$ cat config.mk
export PLATFORM = sky130hd
export DESIGN_NAME = card_board
export DESIGN_NICKNAME = d
export VERILOG_FILES = /design/src/rtl/card_board.sv
export SDC_FILE = /design/constraint.sdc
export NUM_CORES = 1
export LEC_CHECK = 0
export CORE_MARGIN = 1
export CORE_UTILIZATION = 55
export CTS_BUF_LIST = sky130_fd_sc_hd__clkbuf_8
export DETAILED_ROUTE_END_ITERATION = 12
export PLACE_DENSITY = 0.72
export SYNTH_ARGS = -nofsm -noshare
export SYNTH_HDL_FRONTEND = slang
export SYNTH_SLANG_ARGS = --single-unit
$ cat constraint.sdc
create_clock -name clk -period 4.8 [get_ports clk]
set_input_delay 0.48 -clock clk [delete_from_list [all_inputs] [get_ports clk]]
set_output_delay 0.48 -clock clk [all_outputs]
set_load 0.1 [all_outputs]
$ cat src/rtl/card_board.sv
// Card board storage (working/snapshot state and color arrays) plus the grid hit-test click responder.
// Optional click lockout after each report: define CARD_CLICK_GUARD_EN.
module card_board #(
    parameter int unsigned GRID_X0      = 64,
    parameter int unsigned GRID_Y0      = 48,
    parameter int unsigned CARD_W       = 100,
    parameter int unsigned CARD_H       = 80,
    parameter int unsigned GAP          = 16,
    parameter int unsigned COLS         = 4,
    parameter int unsigned GUARD_CYCLES = 13_000_000
) (
    input  logic        clk,
    input  logic        rst,
    input  logic [5:0]  num_of_cards,
    input  logic        board_init,
    input  logic        color_wr_en,
    input  logic [4:0]  color_wr_addr,
    input  logic [11:0] color_wr_data,
    input  logic        write_card_en,
    input  logic [1:0]  write_card_state,
    input  logic [4:0]  write_card_address,
    input  logic        update_cards_en,
    input  logic        wait_for_click_en,
    input  logic        mouse_left,
    input  logic [11:0] xpos,
    input  logic [11:0] ypos,
    input  logic [4:0]  draw_addr,
    output logic [1:0]  draw_state,
    output logic [11:0] draw_color,
    output logic        card_pressed,
    output logic [4:0]  card_clicked_address,
    output logic [11:0] card_clicked_color
);

    localparam int         NUM_SLOTS  = 32;
    localparam logic [1:0] ST_ABSENT  = 2'b00;
    localparam logic [1:0] ST_COVERED = 2'b01;

    typedef enum logic [1:0] {S_IDLE, S_SCAN, S_REPORT} click_state_e;

    logic [1:0]  work_state [NUM_SLOTS];
    logic [11:0] work_color [NUM_SLOTS];
    logic [1:0]  snap_state [NUM_SLOTS];
    logic [11:0] snap_color [NUM_SLOTS];
    logic [1:0]  state_d    [NUM_SLOTS];
    logic [11:0] color_d    [NUM_SLOTS];

    // Next-cycle working arrays; the snapshot copies these so a same-cycle write is published.
    always_comb begin
        state_d = work_state;
        color_d = work_color;
        if (board_init) begin
            for (int i = 0; i < NUM_SLOTS; i++)
                state_d[i] = (6'(i) < num_of_cards) ? ST_COVERED : ST_ABSENT;
        end else if (write_card_en && ({1'b0, write_card_address} < num_of_cards)) begin
            state_d[write_card_address] = write_card_state;
        end
        if (color_wr_en)
            color_d[color_wr_addr] = color_wr_data;
    end

    // NOTE: the card arrays are small register files that must read as zero after reset,
    // so they are reset explicitly rather than inferred as RAM.
    always_ff @(posedge clk or negedge rst) begin
        if (!rst) begin
            for (int i = 0; i < NUM_SLOTS; i++) begin
                work_state[i] <= '0;
                work_color[i] <= '0;
                snap_state[i] <= '0;
                snap_color[i] <= '0;
            end
            draw_state <= '0;
            draw_color <= '0;
        end else begin
            work_state <= state_d;
            work_color <= color_d;
            if (update_cards_en) begin
                snap_state <= state_d;
                snap_color <= color_d;
            end
            draw_state <= snap_state[draw_addr];
            draw_color <= snap_color[draw_addr];
        end
    end

    click_state_e click_q, click_d;
    logic         mouse_q;
    logic [11:0]  x_q, y_q;
    logic [12:0]  rx_q, ry_q;
    logic [4:0]   idx_q;
    logic [4:0]   col_q;
    logic         guard_clear;
    logic         accept;
    logic         hit;
    logic         last;

`ifdef CARD_CLICK_GUARD_EN
    localparam int GW = $clog2(GUARD_CYCLES + 1);
    logic [GW-1:0] guard_cnt;

    always_ff @(posedge clk or negedge rst) begin
        if (!rst)
            guard_cnt <= '0;
        else if (board_init)
            guard_cnt <= '0;
        else if (click_q == S_REPORT)
            guard_cnt <= GW'(GUARD_CYCLES);
        else if (guard_cnt != '0)
            guard_cnt <= guard_cnt - 1'b1;
    end

    assign guard_clear = (guard_cnt == '0);
`else
    assign guard_clear = 1'b1;
`endif

    assign accept = mouse_left && !mouse_q && wait_for_click_en && guard_clear;
    assign hit    = ({1'b0, x_q} >= rx_q) && ({1'b0, x_q} <= rx_q + 13'(CARD_W - 1)) &&
                    ({1'b0, y_q} >= ry_q) && ({1'b0, y_q} <= ry_q + 13'(CARD_H - 1));
    assign last   = (({1'b0, idx_q} + 6'd1) >= num_of_cards) || (idx_q == 5'd31);

    always_ff @(posedge clk or negedge rst) begin
        if (!rst)
            click_q <= S_IDLE;
        else
            click_q <= click_d;
    end

    always_comb begin
        click_d = click_q;
        case (click_q)
            S_IDLE:   if (accept) click_d = S_SCAN;
            S_SCAN: begin
                if (!wait_for_click_en || num_of_cards == 6'd0)
                    click_d = S_IDLE;
                else if (hit)
                    click_d = (work_state[idx_q] == ST_COVERED) ? S_REPORT : S_IDLE;
                else if (last)
                    click_d = S_IDLE;
            end
            S_REPORT: click_d = S_IDLE;
            default:  click_d = S_IDLE;
        endcase
    end

    // Scan walks the grid incrementally: one card rectangle per cycle, no multiply.
    always_ff @(posedge clk or negedge rst) begin
        if (!rst) begin
            mouse_q              <= 1'b0;
            x_q                  <= '0;
            y_q                  <= '0;
            rx_q                 <= '0;
            ry_q                 <= '0;
            idx_q                <= '0;
            col_q                <= '0;
            card_pressed         <= 1'b0;
            card_clicked_address <= '0;
            card_clicked_color   <= '0;
        end else begin
            mouse_q      <= mouse_left;
            card_pressed <= 1'b0;
            case (click_q)
                S_IDLE: if (accept) begin
                    x_q   <= xpos;
                    y_q   <= ypos;
                    idx_q <= '0;
                    col_q <= '0;
                    rx_q  <= 13'(GRID_X0);
                    ry_q  <= 13'(GRID_Y0);
                end
                S_SCAN: if (!hit) begin
                    idx_q <= idx_q + 5'd1;
                    if (col_q == 5'(COLS - 1)) begin
                        col_q <= '0;
                        rx_q  <= 13'(GRID_X0);
                        ry_q  <= ry_q + 13'(CARD_H + GAP);
                    end else begin
                        col_q <= col_q + 5'd1;
                        rx_q  <= rx_q + 13'(CARD_W + GAP);
                    end
                end
                S_REPORT: begin
                    card_pressed         <= 1'b1;
                    card_clicked_address <= idx_q;
                    card_clicked_color   <= work_color[idx_q];
                end
                default: ;
            endcase
        end
    end

endmodule

==> flow_summary.toml <==
[outcome]
outcome = "finished clean"

[placed_design]
gp_congestion = 0.934
io_buffers = 98
dpl_cell_area_um2 = 48000
hpwl_mm = 76.9

[timing]
finalCritPeriodShare = 0.769
final-setup-viol-count = 0
slew_violations = 0
finClkSkew_ps = 38.8
max_freq_ghz = 0.271
setup-tns-final_ps = 0
worst_pin_slew_ps = 1400
max_slew_margin = 0.0619
fin_crit_ps = 3690
hold_viol_final = 0
rsz0062_at_grt = "false"

[global_routing]
grt_max_degree = 129
grt_pass1_wl_mm = 186
grt_pass1_vias = 30100
grt_util_all_layers = 0.293
antenna_found_initial = 5
overflow = 0

[routing]
drt_iter0_drc = 2241
viasPerCell = 6.34
wire_per_inst_um = 27.0
final_antenna_net_count = 0
drcViolationCount = 0
first_pass_iters = 5
wl_mm = 120
vias = 28300

[cts]
cts.path.max_buffers = 3
path_clk_slew_ps = 60
cts.sinks = 985
cts_buffers = 160
htree_levels = 4
cts_setup_buffers = 0
cts_tree = "built"
cts_root_buffer = "clkbuf_8"
clock_latency_ps = 830

[logic_synthesis]
synth_largest_area_cell = "dfrtp_1"
ys_seq_elements = 985
synth-edff-count = 0
yosysSeqAreaShare = 0.539
async_reset_ff_frac = 1.00
synth_fp_nets = 3258
synth_area_per_cell_um2 = 14.5
yosys_warnings = 0
synthFlopType = "dfrtp_1"
ys_types = 58
syn_area_um2 = 45700
synth_top_area_frac = 0.539
ys_top_cells_by_count = "dfrtp_1, mux2_2, mux4_2"
synth.area.top_cells = "dfrtp_1, mux2_2, mux4_2"
synthCells = 3143
yosysMostFrequentCell = "dfrtp_1"

[pwr]
powerDensity_nw_per_um2 = 473
ir_drop_mv = 0.427
p_leak_nw = 22.7

[critical_path]
path_max_fanout = 20
crit_required_ps = 5530
critPathCaptureType = "flop"
cp.arrival_ps = 4430
crit_path_start_kind = "flop"
crit_type = "reg -> reg"

[run]
drv_cap = 0

[die]
core-area_um2 = 82100
start_util = 0.556
die_w_um = 290
ios = 99
die_h_um = 290
die-area_um2 = 84200
rows = 105

[finish]
nets = 3377
final_area_um2 = 51400
drive_gt1_frac = 0.429
area_growth_pct = 12.4

[worst_hold_path]
holdCritPathClass = "in -> reg"
worst paths after layout:
| check | from | endpoint | slack (ps) | depth (start not counted) |
|---|---|---|---|---|
| worst max-delay path | rx_q[5] | rx_q[8] | 1110 | 11 |
| worst min-delay path | ypos[9] | y_q[9] | 210 | 3 |
| worst max register to register | rx_q[5] | rx_q[8] | 1110 | 11 |
| worst min register to register | ry_q[4] | ry_q[4] | 450 | 2 |
| max in group asynchronous | rst | work_color[103] | 3160 | 3 |
| min in group asynchronous | rst | snap_state[59] | 310 | 2 |
state kept, by name, indices dropped and copies added (netlist names):
name / flops
card_clicked_address: 5
card_clicked_color: 12
card_pressed: 1
click_q: 2
col_q: 5
draw_color: 12
draw_state: 2
idx_q: 5
mouse_q: 1
rx_q: 11
ry_q: 9
snap_color: 384
snap_state: 64
work_color: 384
work_state: 64
x_q: 12
y_q: 12
power by group:
group / switching [mW] / internal [mW]
combinational: 2.93 / 3.02
sequential: 1.01 / 9.91
clock: 3.38 / 4.05
cells by family after synthesis:
family          count (synthesis)  synth area share
compound gates                279            0.0393
mux                          1134             0.344
flops                         985             0.539
xor+xnor                       12           0.00230
fa+ha+maj                      48            0.0131
simple gates                  376            0.0362
buf+inv                       309            0.0261
repair_timing:
action,in CTS,in global routing
resized for setup,0,0
hold buffers,1,0
endpoints found under the hold margin,98,0
layout make-up:
class                      instances  area, um2
inverter                          78        293
tap                             1070       1340
clock inverter                    81        453
multi-input combinational       1849      19900
clock buffer                     208       2860
fill                            5925      30700
sequential                       985      24700
antenna                            1       2.50
timing repair buffer             188       1870
per-layer routing:
layer	global-route usage	wire [um]	part of all wire
met5	0	39	0.00032
met4	0.109	4060	0.034
met3	0.0616	7760	0.064
met2	0.454	57400	0.48
met1	0.410	51000	0.42
critical path, cell delays in order, from the launching register on:
cell and delay, ps:
dfrtp_1 480, o211ai_1 340, nor2_1 90, xnor2_1 140
ha_1 320, a21o_1 200, a211o_1 290, a211o_1 230
a222oi_1 410, a31oi_2 550, o21ai_0 410, a22o_1 170
stage by stage:
step | power (mW) | worst slack (ps) | hold slack (ps) | utilization | cells
after floorplan | 15.0 | 1880 | 184 | - | 3143
after CTS | 24.4 | 1130 | 163 | 0.626 | 4459
final | 24.3 | 1110 | 213 | 0.626 | 4460
after detailed placement | 17.0 | 954 | 438 | 0.585 | 4169
after global routing | 25.4 | 822 | 185 | 0.626 | 4460
after global placement | 16.7 | 1010 | 436 | 0.585 | 4169
placed cells by master (no fill, tap or decap), drive strengths merged, types with 4 or more instances in the layout:
| cell | n |
|---|---|
| xnor2 | 10 |
| nand4 | 11 |
| nand2b | 6 |
| a2111oi | 4 |
| nor2b | 6 |
| o211ai | 4 |
| nor2 | 113 |
| buf | 95 |
| nor3b | 4 |
| nand3b | 4 |
| mux2 | 822 |
| o22ai | 33 |
| clkbuf | 209 |
| mux2i | 47 |
| nand2 | 158 |
| o32ai | 17 |
| a21boi | 4 |
| a31oi | 5 |
| a211oi | 4 |
| nor3 | 13 |
| a21o | 12 |
| mux4 | 265 |
| o21ai | 72 |
| o2111ai | 5 |
| a22o | 9 |
| a21oi | 88 |
| nand3 | 37 |
| clkinv | 17 |
| clkdlybuf4s50 | 91 |
| ha | 48 |
| and3 | 8 |
| inv | 137 |
| dfrtp | 985 |
Note: power is estimated with default switching activity, not from simulation.
